`src/rtl/mult_div_unit.sv`:
```
// Iterative unsigned multiply (shift-add) / divide (restoring) unit with HI/LO registers.
// One iteration per cycle; HI/LO update only on the edge that completes the last iteration.
module mult_div_unit #(
  parameter int unsigned WIDTH = 32
) (
  input  logic             clock,
  input  logic             reset,
  input  logic             start,
  input  logic             op,
  input  logic [WIDTH-1:0] a,
  input  logic [WIDTH-1:0] b,
  output logic             busy,
  output logic             done,
  output logic [WIDTH-1:0] hi,
  output logic [WIDTH-1:0] lo
);

  localparam int unsigned CW = $clog2(WIDTH) + 1;

  typedef enum logic [1:0] {
    IDLE,
    RUN,
    DONE
  } state_e;

  state_e           state_q, state_d;
  logic [CW-1:0]    count_q, count_d;
  logic             op_q, op_d;
  logic [WIDTH-1:0] opa_q, opa_d;
  logic [WIDTH-1:0] opb_q, opb_d;
  logic [WIDTH:0]   whi_q, whi_d;
  logic [WIDTH-1:0] wlo_q, wlo_d;
  logic [WIDTH-1:0] hi_q, hi_d;
  logic [WIDTH-1:0] lo_q, lo_d;
  logic             busy_q, busy_d;
  logic             done_q, done_d;

  logic [WIDTH:0]   mul_sum;
  logic [WIDTH:0]   div_shift;
  logic [WIDTH:0]   div_diff;
  logic [WIDTH:0]   iter_hi;
  logic [WIDTH-1:0] iter_lo;

  // One iteration: whi/wlo hold {P_hi, P_lo} for MULTU and {R, Q} for DIVU
  always_comb begin
    iter_hi   = whi_q;
    iter_lo   = wlo_q;
    mul_sum   = whi_q + (wlo_q[0] ? {1'b0, opa_q} : '0);
    div_shift = {whi_q[WIDTH-1:0], wlo_q[WIDTH-1]};
    div_diff  = div_shift - {1'b0, opb_q};
    if (op_q) begin
      if (div_shift >= {1'b0, opb_q}) begin
        iter_hi = div_diff;
        iter_lo = {wlo_q[WIDTH-2:0], 1'b1};
      end else begin
        iter_hi = div_shift;
        iter_lo = {wlo_q[WIDTH-2:0], 1'b0};
      end
    end else begin
      iter_hi = {1'b0, mul_sum[WIDTH:1]};
      iter_lo = {mul_sum[0], wlo_q[WIDTH-1:1]};
    end
  end

  // Next-state and registered-output logic
  always_comb begin
    state_d = state_q;
    count_d = count_q;
    op_d    = op_q;
    opa_d   = opa_q;
    opb_d   = opb_q;
    whi_d   = whi_q;
    wlo_d   = wlo_q;
    hi_d    = hi_q;
    lo_d    = lo_q;
    busy_d  = 1'b0;
    done_d  = 1'b0;
    unique case (state_q)
      IDLE, DONE: begin
        if (start) begin
          state_d = RUN;
          op_d    = op;
          opa_d   = a;
          opb_d   = b;
          whi_d   = '0;
          wlo_d   = op ? a : b;
          count_d = CW'(WIDTH);
          busy_d  = 1'b1;
        end else begin
          state_d = IDLE;
        end
      end
      RUN: begin
        whi_d   = iter_hi;
        wlo_d   = iter_lo;
        count_d = count_q - CW'(1);
        if (count_q == CW'(1)) begin
          state_d = DONE;
          done_d  = 1'b1;
          // Divide by zero: quotient all ones, remainder is the dividend
          if (op_q && (opb_q == '0)) begin
            hi_d = opa_q;
            lo_d = '1;
          end else begin
            hi_d = iter_hi[WIDTH-1:0];
            lo_d = iter_lo;
          end
        end else begin
          busy_d = 1'b1;
        end
      end
      default: state_d = IDLE;
    endcase
  end

  always_ff @(posedge clock or posedge reset) begin
    if (reset) begin
      state_q <= IDLE;
      count_q <= '0;
      op_q    <= 1'b0;
      opa_q   <= '0;
      opb_q   <= '0;
      whi_q   <= '0;
      wlo_q   <= '0;
      hi_q    <= '0;
      lo_q    <= '0;
      busy_q  <= 1'b0;
      done_q  <= 1'b0;
    end else begin
      state_q <= state_d;
      count_q <= count_d;
      op_q    <= op_d;
      opa_q   <= opa_d;
      opb_q   <= opb_d;
      whi_q   <= whi_d;
      wlo_q   <= wlo_d;
      hi_q    <= hi_d;
      lo_q    <= lo_d;
      busy_q  <= busy_d;
      done_q  <= done_d;
    end
  end

  assign busy = busy_q;
  assign done = done_q;
  assign hi   = hi_q;
  assign lo   = lo_q;

endmodule

```
`config.mk`:
```
export PLATFORM = sky130hd
export DESIGN_NAME = mult_div_unit
export DESIGN_NICKNAME = d
export VERILOG_FILES = /design/src/rtl/mult_div_unit.sv
export SDC_FILE = /design/constraint.sdc
export NUM_CORES = 1
export LEC_CHECK = 0
export CORE_ASPECT_RATIO = 0.9
export CORE_MARGIN = 1.5
export CORE_UTILIZATION = 40
export CTS_BUF_LIST = sky130_fd_sc_hd__clkbuf_4 sky130_fd_sc_hd__clkbuf_8
export DETAILED_ROUTE_END_ITERATION = 7
export SYNTH_ARGS = -nofsm -noshare
export SYNTH_HDL_FRONTEND = slang
export SYNTH_SLANG_ARGS = --single-unit
```
`constraint.sdc`:
```
create_clock -name clock -period 17 [get_ports clock]
set_input_delay 2.55 -clock clock [delete_from_list [all_inputs] [get_ports clock]]
set_output_delay 2.55 -clock clock [all_outputs]
set_load 0.1 [all_outputs]
```
# ---- Word level (Yosys, flattened, before mapping)
# Index checks and enable logic that the tools add are counted.
dict set report totals {
  regBits 204
  inputBits 68
  output_inout_bits 66
  word_cells 50
}
dict set report op_classes {
  add_sub_neg 3
  magnitude_cmp 1
  eq_ne 5
  mux 22
  reduce_logical 8
}
# cell n
set ops {}
lappend ops {{32-bit 2-to-1 mux} 6}
lappend ops {{33-bit 2-to-1 mux} 3}
lappend ops {{33-bit case mux with 2 select lines} 1}
lappend ops {{32-bit case mux with 2 select lines} 1}
lappend ops {{33-bit by 32-bit adder with 33-bit output} 1}
lappend ops {{33-bit by 32-bit greater-or-equal comparator with 1-bit output} 1}
lappend ops {{33-bit by 32-bit subtractor with 33-bit output} 1}
lappend ops {{32-bit zero test} 1}
lappend ops {{6-bit case mux with 2 select lines} 1}
lappend ops {{6-bit by 1-bit equality test with 1-bit output (second input constant)} 1}
lappend ops {{1-bit 2-to-1 mux} 6}
lappend ops {{6-bit 2-to-1 mux} 1}
lappend ops {{2-bit AND reduction} 3}
lappend ops {{6-bit by 1-bit subtractor with 6-bit output (second input constant)} 1}
lappend ops {{2-bit inequality test (second input constant)} 2}
lappend ops {{2-bit case mux with 2 select lines} 1}
lappend ops {{2-bit by 1-bit equality test with 1-bit output (second input constant)} 1}
lappend ops {{2-bit equality test (second input constant)} 1}
lappend ops {{2-bit zero test} 1}
lappend ops {{2-bit 2-to-1 mux} 1}
lappend ops {{1-bit case mux with 2 select lines} 1}
lappend ops {{2-bit nonzero test} 1}
lappend ops {{2-bit OR reduction} 1}
lappend ops {{1-bit logical AND} 1}

# ---- Depth between registers and ports, before layout
# Gate-level depths: netlist of the first run.
dict set report logic_depth {
  ltp_word 4
  ltp_mapped 15
  depth_no_buf 14
}

# ---- Worst setup path before layout of the first run
# Ideal clock, no wire load.
dict set report synth_path {
  kind {input -> register}
  start {in op}
  end {reg wlo_q[0]}
  setup_time_ps 142
  t_arrival_ps 3597
  required_time_ps 16858
  setup_slack_ps 13261
  stages 4
  n_path_buf 2
  path_cell_list {clkbuf_1 clkbuf_1 mux2i_1 o221ai_1}
}
dict set report synth_via {
  elab_chain_cells 3
}
# item line
set synth_rtl {}
lappend synth_rtl {{start, declared} 9} ;# input logic op,
lappend synth_rtl {{32-bit 2-to-1 mux} 86} ;# wlo_d = op ? a : b;
lappend synth_rtl {{32-bit 2-to-1 mux} 80} ;# if (start) begin
lappend synth_rtl {{32-bit case mux with 2 select lines} 78} ;# unique case (state_q)
lappend synth_rtl {{end signal, assigned} 136} ;# wlo_q <= wlo_d;
lappend synth_rtl {{end, declared} 32} ;# logic [WIDTH-1:0] wlo_q, wlo_d;
# No other way between the ends. The select of a mux whose other input is x is not followed.
# A chain may end at the register's enable or synchronous reset.

# ---- Final worst setup path of the first run
dict set report layout_path {
  start {reg hi_q[1] (netlist: hi[1])}
  end {out hi[1]}
}
# item line
set layout_rtl {}
lappend layout_rtl {{start, declared} 33} ;# logic [WIDTH-1:0] hi_q, hi_d;
lappend layout_rtl {{start signal, assigned} 137} ;# hi_q <= hi_d;
lappend layout_rtl {{end, declared} 14} ;# output logic [WIDTH-1:0] hi,
# No word-level cell between the ends.

==> results of run 1 <==
[synthesized netlist by cell type (all sizes together) (6+ instances only)]
master	instances
o31ai	6
inv	55
nand3	44
dfrtp	204
mux2i	72
a21oi	93
xor2	22
a221o	10
o21a	7
nor2	97
nand2	283
nand4	15
o21bai	11
o211ai	13
nor2b	7
xnor2	33
a31oi	52
ha	66
and3	21
o21ai	111
a31o	9
nor3	8
clkbuf	69
buf	22
nor4	15
o221ai	31
a21o	19
nand2b	10
a22o	17
and2	33
[worst min-delay path, delay by kind of cell, from the launching register on]
family | cells | cell delay (ns)
flip-flops | 1 | 0.34
AND/OR/NAND/NOR | 2 | 0.12
[per-stage QoR]
stage                     utilization [%]  setup WS, ns  cell area (µm²)  instances
after floorplan                         -          8.88            13100       1518
after global placement               45.7         12.43            14700       1990
after detailed placement             45.7         12.42            14700       1990
after CTS                            48.0         12.27            15400       2051
after global routing                 48.0         12.23            15400       2051
final                                48.0         12.27            15400       2051
[logic make-up after synthesis]
logic type               synth area share, %
AND/OR/NAND/NOR                         18.9
AO/OA/AOI/OAI                           21.0
buffers and inverters                   5.13
multiplexers                            5.91
XOR/XNOR                                3.66
adder cells (fa/ha/maj)                 6.59
flip-flops                              38.8
[per-layer routing]
layer	vias up	global-route usage [%]	share of wire (%)	wire length, µm
li1	5608	-	-	-
met1	5817	35.9	46	19900
met5	-	0	0	0
met3	74	3.98	6.2	2680
met4	0	9.57	3.5	1510
met2	463	39.0	45	19400
[flip-flops by register name, summed over array words and instances (netlist names)]
signal / count
busy: 1
count_q: 6
done: 1
hi: 32
lo: 32
op_q: 1
opa_q: 32
opb_q: 32
state_q: 2
whi_q: 33
wlo_q: 32
[worst paths after layout]
check / slack [ns] / from / cells past startpoint / to
max reg2reg: 12.76 / wlo_q[0]$_DFFE_PP0P_ / 14 / hi[23]$_DFFE_PP0P_
min: 0.49 / hi[3]$_DFFE_PP0P_ / 2 / hi[3]$_DFFE_PP0P_
min reg2reg: 0.49 / hi[3]$_DFFE_PP0P_ / 2 / hi[3]$_DFFE_PP0P_
max: 12.27 / hi[1]$_DFFE_PP0P_ / 1 / hi[1]
max in group asynchronous: 13.08 / reset / 3 / op_q$_DFFE_PP0P_
min in group asynchronous: 2.52 / reset / 2 / lo[29]$_DFFE_PP0P_
[layout make-up]
type	count	area (µm²)
Fill cell	3198	16700
Multi-Input combinational cell	1168	7400
Sequential cell	204	5110
Timing Repair Buffer	147	1430
Clock buffer	53	679
Tap cell	416	520
Inverter	55	214
Clock inverter	8	71.3
==> summary.txt, run 1 <==
Timing
  – Fmax: 0.211 GHz
  – Count of final setup violators: 0
  – Worst max-slew margin expressed relative to the limit: 23.8%
  – Time the final worst path needs with I/O delays and setup: 4.73 ns
  – Number of max-slew violations in the final report: 0
  – Post-route clock period utilization: 27.8%
  – Max Clock Skew: 0.0278 ns
  – Final sum of negative setup slack: 0 ns
  – RSZ-0062 raised after global routing: false
  – Worst hold slack after final layout: 0.490 ns
  – Hold violation count in the final report: 0
  – Slew at the pin with the worst max-slew slack: 1.14 ns

Synthesis
  – Number of cells produced by synthesis: 1518
  – Area fraction of the dominant cell type after synthesis: 38.8%
  – Post-Syn Area: 13100 µm²
  – Seq/Total Area, Yosys: 38.8%
  – Number of synthesis warnings: 0
  – Synth unique cells: 78
  – Net count of the mapped netlist: 1654
  – Post-synth EDFFs: 0
  – Most used DFF post-synth: dfrtp_1
  – Post-synthesis cell type with the largest combined area: dfrtp_1
  – Leading cell types by total area after synthesis: dfrtp_1, nand2_1, ha_1
  – Fraction of synthesis flops using an asynchronous set or reset pin: 100%
  – Number of register bits inferred by synthesis: 204
  – Mapped Avg Cell Area: 8.66 µm²

Final layout
  – Net total in the final layout: 1747
  – Leading cell types in the layout, fill and taps excluded: nand2_1, dfrtp_1, clkdlybuf4s50_1, nor2_1, o21ai_0
  – Ratio of cells with drive above 1 in the final layout: 7.65%
  – Number of antenna cells inserted: 0
  – Most frequent standard cell in the layout excluding fill and tap cells: nand2_1
  – Signed area change from the synthesized netlist to the final layout: 17.3%

Placement
  – Count of buffers from port buffering: 133
  – Global placement routability congestion: 0.927
  – Final HPWL from detailed placement: 30.9 mm

Clocking
  – Number of buffers created by CTS: 35
  – Clock tree root driver cell: clkbuf_8
  – Maximum buffer depth of the clock tree: 3
  – Number of resized instances in the post-cts repair step: 0
  – Post CTS Setup Buffer Count: 0
  – Post-CTS Hold Buffers: 0
  – Clock latency reported for the late side of the worst-skew pair: 0.56 ns
  – Clock transition at the registers of the reported paths: 0.07 ns
  – Number of sinks handled by clock tree synthesis: 204
  – Clock tree from TritonCTS: done
  – # H-tree levels: 2

Route
  – Residual DRC: 10
  – Via count normalized by instance count: 5.83
  – Residual antenna-violating net count after detailed routing: 0
  – Total via count after detailed routing: 12000
  – Routed wire per std cell: 21.2 µm
  – Sum of routed wire length over all layers: 43.5 mm
  – Drt first pass iters: 8
  – Initial DRC Count: 1039

Floorplan
  – Area of the placeable core: 32100 µm²
  – Die outline height: 175 µm
  – Standard-cell row count: 62
  – Overall die area: 34000 µm²
  – Num ports: 134
  – Horizontal die dimension: 194 µm
  – Initial cell density of the core: 40.9%

Worst setup path
  – Gate family responsible for the most delay along the worst path: buffers and inverters
  – Type of destination of the critical path: output port
  – Count of buffering cells on the critical path with inverters included: 1
  – Cells traversed along the worst timing path: clkdlybuf4s50_1
  – Required @ worst endpoint: 14.45 ns
  – Critical setup path kind: register to output port
  – Critical-path top delay cell: clkdlybuf4s50_1
  – Slowest Stage Delay on Critical Path: 1.17 ns
  – Critical-path maximum fanout: 2
  – Crit path DAT: 2.18 ns
  – Sort of element at the start of the critical path: register

Global routing
  – Grt total ovfl: 0
  – Number of global-route vias before repair: 11400
  – Gr usage total: 25.3%
  – Initial antenna violation count: 0
  – Global-route wire length before repair: 66.9 mm
  – Pin count of the biggest net entering global routing: 99

Min path
  – Class of the tightest hold or removal check: register to register

Flow run
  – Max-cap viol count: 0

Status
  – Failing checks: DRC
  – Result of the run: finished, violations left
Power of run 1 is left out: the tool's default activity adds up to more than one toggle a clock period on the data nets, which glitch-free logic cannot reach.
==> run 2: changes to the inputs <==
clock period = 3.9 ns   (was 17 ns; I/O delays follow)
==> summary.txt, run 2 (synthesis results as in run 1) <==
Floorplan
  – Standard-cell row count: 62 (unchanged)
  – Overall die area: 34000 µm² (unchanged)
  – Num ports: 134 (unchanged)
  – Horizontal die dimension: 194 µm (unchanged)
  – Die outline height: 175 µm (unchanged)
  – Initial cell density of the core: 40.9% (unchanged)
  – Area of the placeable core: 32100 µm² (unchanged)

Clocking
  – Number of sinks handled by clock tree synthesis: 204 (unchanged)
  – Number of buffers created by CTS: 37 (was 35)
  – Clock tree from TritonCTS: done (unchanged)
  – Clock transition at the registers of the reported paths: 0.07 ns (about the same)
  – Clock tree root driver cell: clkbuf_8 (unchanged)
  – # H-tree levels: 2 (unchanged)
  – Post CTS Setup Buffer Count: 0 (unchanged)
  – Clock latency reported for the late side of the worst-skew pair: 0.57 ns (was 0.56 ns)
  – Maximum buffer depth of the clock tree: 3 (unchanged)

Timing
  – Final sum of negative setup slack: 0 ns (unchanged)
  – Post-route clock period utilization: 93.7%
  – Max Clock Skew: 0.0357 ns (was 0.0278 ns)
  – Fmax: 0.274 GHz
  – Time the final worst path needs with I/O delays and setup: 3.65 ns
  – Hold violation count in the final report: 0 (unchanged)
  – Count of final setup violators: 0 (unchanged)
  – Worst max-slew margin expressed relative to the limit: 31.6% (was 23.8%)
  – RSZ-0062 raised after global routing: false (unchanged)
  – Number of max-slew violations in the final report: 0 (unchanged)
  – Slew at the pin with the worst max-slew slack: 1.02 ns (was 1.14 ns)

Worst setup path
  – Crit path DAT: 4.16 ns (was 2.18 ns)
  – Sort of element at the start of the critical path: register (unchanged)
  – Critical setup path kind: register to register (was register to output port)
  – Type of destination of the critical path: register (was output port)
  – Required @ worst endpoint: 4.40 ns (was 14.45 ns)
  – Critical-path maximum fanout: 16 (was 2)

Global routing
  – Gr usage total: 26.6% (was 25.3%)
  – Pin count of the biggest net entering global routing: 99 (unchanged)
  – Initial antenna violation count: 0 (unchanged)
  – Number of global-route vias before repair: 11800 (was 11400)
  – Global-route wire length before repair: 69.9 mm (was 66.9 mm)
  – Grt total ovfl: 0 (unchanged)

Flow run
  – Max-cap viol count: 0 (unchanged)

Placement
  – Global placement routability congestion: 0.963 (was 0.927)
  – Final HPWL from detailed placement: 33.3 mm (was 30.9 mm)
  – Count of buffers from port buffering: 133 (unchanged)

Min path
  – Class of the tightest hold or removal check: register to register (unchanged)

Route
  – Initial DRC Count: 918 (was 1039)
  – Residual antenna-violating net count after detailed routing: 0 (unchanged)
  – Via count normalized by instance count: 5.78 (was 5.83)
  – Sum of routed wire length over all layers: 45.6 mm (was 43.5 mm)
  – Residual DRC: 10 (unchanged)
  – Drt first pass iters: 8 (unchanged)
  – Routed wire per std cell: 22.0 µm (was 21.2 µm)
  – Total via count after detailed routing: 12000 (about the same)

Final layout
  – Fill cell total of the finished layout: 3173 (was 3198)
  – Max FFs per register: 33 (unchanged)
  – Signed area change from the synthesized netlist to the final layout: 18.9% (was 17.3%)
  – Leading cell types in the layout, fill and taps excluded: nand2_1, dfrtp_1, clkdlybuf4s50_1, nor2_1, o21ai_0 (unchanged)
  – Most frequent standard cell in the layout excluding fill and tap cells: nand2_1 (unchanged)
  – Reg with most FFs: whi_q (unchanged)
  – Net total in the final layout: 1769 (was 1747)
  – Ratio of cells with drive above 1 in the final layout: 8.88% (was 7.65%)
  – Number of antenna cells inserted: 0 (unchanged)

Status
  – Failing checks: DRC (unchanged)
  – Result of the run: finished, violations left (unchanged)
run 2: changes by cell type in the layout (fill, tap and decap cells not counted), sizes merged:
| cell | delta |
|---|---|
| clkbuf | +2 |
| clkinv | -2 |
| bufinv | -1 |
| clkinvlp | +4 |
| buf | +20 |
| inv | -2 |
run 2: worst max-delay path, stage by stage (launching register included):
cell and delay [ns]:
dfrtp_1 0.50, ha_1 0.42, nand3_1 0.15, a21oi_2 0.20
o211ai_2 0.14, a211oi_4 0.39, o21ai_2 0.12, a31o_2 0.28
o21ai_2 0.47, buf_12 0.23, nand2_1 0.06, a31oi_1 0.41
a221o_1 0.21
run 2: what timing repair did:
action                                  CTS  global route
resized for setup                         0             1
hold buffers                              0             0
endpoints found under the setup margin    0             2
run 2: per-stage QoR:
step	instances	setup slack [ns]	utilization, %	hold WS, ns	instance area [µm²]
after CTS	2072	0.278	48.6	0.483	15600
after detailed placement	2010	0.309	46.4	0.473	14900
after global placement	2010	0.309	46.4	0.474	14900
final	2072	0.245	48.7	0.480	15600
after global routing	2072	0.0759	48.7	0.515	15600
after floorplan	1518	0.583	-	0.446	13100
run 2: cell type report:
type | count | area, µm² | share of cell area (%)
multi-input combinational | 1168 | 7410 | 47.4
sequential | 204 | 5110 | 32.7
timing repair buffer | 167 | 1660 | 10.6
clock buffer | 55 | 682 | 4.36
tap | 416 | 520 | 3.33
inverter | 55 | 210 | 1.34
clock inverter | 7 | 45.0 | 0.288
run 2: final timing paths:
check                                       start                endpoint  slack [ns]  depth (start not counted)
setup / recovery             whi_q[2]$_DFFE_PP0P_      hi[14]$_DFFE_PP0P_        0.25                         12
hold / removal             count_q[5]$_DFFE_PP0P_  count_q[5]$_DFFE_PP0P_        0.48                          1
setup reg to reg             whi_q[2]$_DFFE_PP0P_      hi[14]$_DFFE_PP0P_        0.25                         12
hold reg to reg            count_q[5]$_DFFE_PP0P_  count_q[5]$_DFFE_PP0P_        0.48                          1
max in group asynchronous                   reset      lo[28]$_DFFE_PP0P_        2.88                          3
min in group asynchronous                   reset   opb_q[12]$_DFFE_PP0P_        0.55                          3
run 2: per-layer routing:
metal  vias to the layer above  wire length (µm)  GRT usage [%]
met2                       375             20800           43.2
met3                        63              2400           3.78
met1                      5853             21200           36.9
met4                         0              1220           8.27
met5                         -                 0              0
li1                       5675                 -              -
Power of run 2 is left out for the same reason.
==> run 3: changes to the inputs <==
CORE_UTILIZATION = 50   (was 40)
PLACE_DENSITY = 0.74   (was not set)
==> summary.txt, run 3 (synthesis results as in run 1) <==
Timing
  – Max Clock Skew: 0.0248 ns (was 0.0357 ns)
  – Time the final worst path needs with I/O delays and setup: 3.64 ns (was 3.65 ns)
  – RSZ-0062 raised after global routing: false (unchanged)
  – Count of final setup violators: 0 (unchanged)
  – Hold violation count in the final report: 0 (unchanged)
  – Fmax: 0.275 GHz (was 0.274 GHz)
  – Post-route clock period utilization: 93.4% (was 93.7%)
  – Slew at the pin with the worst max-slew slack: 1.07 ns (was 1.02 ns)
  – Worst max-slew margin expressed relative to the limit: 28.7% (was 31.6%)
  – Number of max-slew violations in the final report: 0 (unchanged)
  – Final sum of negative setup slack: 0 ns (unchanged)

Clocking
  – Clock tree root driver cell: clkbuf_8 (unchanged)
  – Clock latency reported for the late side of the worst-skew pair: 0.55 ns (was 0.57 ns)
  – Clock transition at the registers of the reported paths: 0.06 ns (was 0.07 ns)
  – # H-tree levels: 2 (unchanged)
  – Number of buffers created by CTS: 37 (unchanged)
  – Clock tree from TritonCTS: done (unchanged)
  – Post CTS Setup Buffer Count: 0 (unchanged)
  – Number of sinks handled by clock tree synthesis: 204 (unchanged)
  – Number of resized instances in the post-cts repair step: 0 (unchanged)
  – Maximum buffer depth of the clock tree: 3 (unchanged)
  – Post-CTS Hold Buffers: 0 (unchanged)

Global routing
  – Number of global-route vias before repair: 11700 (was 11800)
  – Grt total ovfl: 0 (unchanged)
  – Gr usage total: 32.0% (was 26.6%)
  – Pin count of the biggest net entering global routing: 99 (unchanged)
  – Global-route wire length before repair: 67.1 mm (was 69.9 mm)
  – Initial antenna violation count: 0 (unchanged)

Final layout
  – Finished Cell Area: 15600 µm² (about the same)
  – Leading cell types in the layout, fill and taps excluded: nand2_1, dfrtp_1, clkdlybuf4s50_1, nor2_1, o21ai_0 (unchanged)
  – Net total in the final layout: 1770 (was 1769)
  – Ratio of cells with drive above 1 in the final layout: 9.09% (was 8.88%)
  – Most frequent standard cell in the layout excluding fill and tap cells: nand2_1 (unchanged)
  – Max FFs per register: 33 (unchanged)
  – Number of antenna cells inserted: 0 (unchanged)
  – Reg with most FFs: whi_q (unchanged)
  – Post-layout util: 60.2% (was 48.7%)
  – Signed area change from the synthesized netlist to the final layout: 18.8% (was 18.9%)

Min path
  – Class of the tightest hold or removal check: register to register (unchanged)
  – Start point of the worst min-delay path: count_q[5]$_DFFE_PP0P_ (unchanged)
  – Hold Path Depth: 1 (unchanged)
  – Worst hold endpoint: count_q[5]$_DFFE_PP0P_ (unchanged)

Worst setup path
  – Critical setup path kind: register to register (unchanged)
  – Required @ worst endpoint: 4.33 ns (was 4.40 ns)
  – Crit path DAT: 4.07 ns (was 4.16 ns)
  – Critical-path maximum fanout: 19 (was 16)
  – Type of destination of the critical path: register (unchanged)
  – Reg2Reg Setup Slack: 0.26 ns (was 0.25 ns)
  – Depth of the worst register-to-register path: 12 (unchanged)
  – Critical register-to-register path startpoint: whi_q[2]$_DFFE_PP0P_ (unchanged)
  – Sort of element at the start of the critical path: register (unchanged)
  – Worst reg2reg path endpoint: whi_q[9]$_DFFE_PP0P_ (was hi[14]$_DFFE_PP0P_)

Placement
  – Final HPWL from detailed placement: 31.9 mm (was 33.3 mm)
  – Count of buffers from port buffering: 133 (unchanged)
  – Global placement routability congestion: 0.973 (was 0.963)
  – Total cell area at the placement stage: 14800 µm² (was 14900 µm²)

Floorplan
  – Horizontal die dimension: 174 µm (was 194 µm)
  – Standard-cell row count: 56 (was 62)
  – Area of the placeable core: 25900 µm² (was 32100 µm²)
  – Num ports: 134 (unchanged)
  – Die outline height: 157 µm (was 175 µm)
  – Overall die area: 27300 µm² (was 34000 µm²)
  – Initial cell density of the core: 50.7% (was 40.9%)

Route
  – Via count normalized by instance count: 6.02 (was 5.78)
  – Initial DRC Count: 1130 (was 918)
  – Routed wire per std cell: 21.8 µm (was 22.0 µm)
  – Residual antenna-violating net count after detailed routing: 0 (unchanged)
  – Drt first pass iters: 5 (was 8)
  – Sum of routed wire length over all layers: 43.9 mm (was 45.6 mm)
  – Total via count after detailed routing: 12100 (was 12000)
  – Residual DRC: 0 (was 10)

Flow run
  – Max-cap viol count: 0 (unchanged)

Status
  – Result of the run: finished clean (was finished, violations left)
run 3: changes by cell type in the layout (fill, tap and decap cells not counted), sizes merged:
cell | before | now
bufinv | 0 | 1
clkinvlp | 5 | 3
clkbuf | 55 | 58
clkinv | 3 | 5
buf | 35 | 36
run 3: worst max-delay path, cell delays in order, from the launching register on:
cell      delay [ns]
dfrtp_1         0.49
ha_1            0.43
nand3_1         0.24
a21oi_2         0.23
o211ai_2        0.14
a211oi_4        0.35
o21ai_2         0.13
a31o_2          0.28
o21ai_2         0.33
buf_12          0.22
mux2i_1         0.31
mux2i_1         0.17
a22o_1          0.20
run 3: how the worst max path moves through the flow:
stage / end / cells past startpoint / startpoint
after floorplan: whi_q[23]$_DFFE_PP0P_ / 15 / wlo_q[0]$_DFFE_PP0P_
after global placement: whi_q[9]$_DFFE_PP0P_ / 12 / whi_q[2]$_DFFE_PP0P_
after detailed placement: hi[30]$_DFFE_PP0P_ / 14 / wlo_q[0]$_DFFE_PP0P_
after CTS: hi[30]$_DFFE_PP0P_ / 14 / wlo_q[0]$_DFFE_PP0P_
after global routing: whi_q[23]$_DFFE_PP0P_ / 14 / wlo_q[0]$_DFFE_PP0P_
final: whi_q[9]$_DFFE_PP0P_ / 12 / whi_q[2]$_DFFE_PP0P_
run 3: cell type report:
class,count,area (µm²)
inverters,55,210
well taps,348,435
repair buffers,168,1690
clock inverters,8,70.1
clock buffers,58,698
multi-input cells,1168,7400
fillers,2321,10300
flip-flops and latches,204,5110
run 3: through the flow:
step                std cells  worst slack, ns  hold WS (ns)
finish                   2009            0.258         0.477
CTS                      2009            0.329         0.477
detailed placement       1943            0.324         0.470
floorplan                1518            0.583         0.446
global placement         1943            0.317         0.462
global route             2009           0.0134         0.495
run 3: layer usage:
metal	global-route usage (%)	up-vias	routed length (µm)
li1	-	5669	-
met1	42.4	5909	19000
met2	53.9	439	20900
met3	3.98	84	2520
met4	12.2	0	1550
met5	0	-	0
Power of run 3 is left out for the same reason.
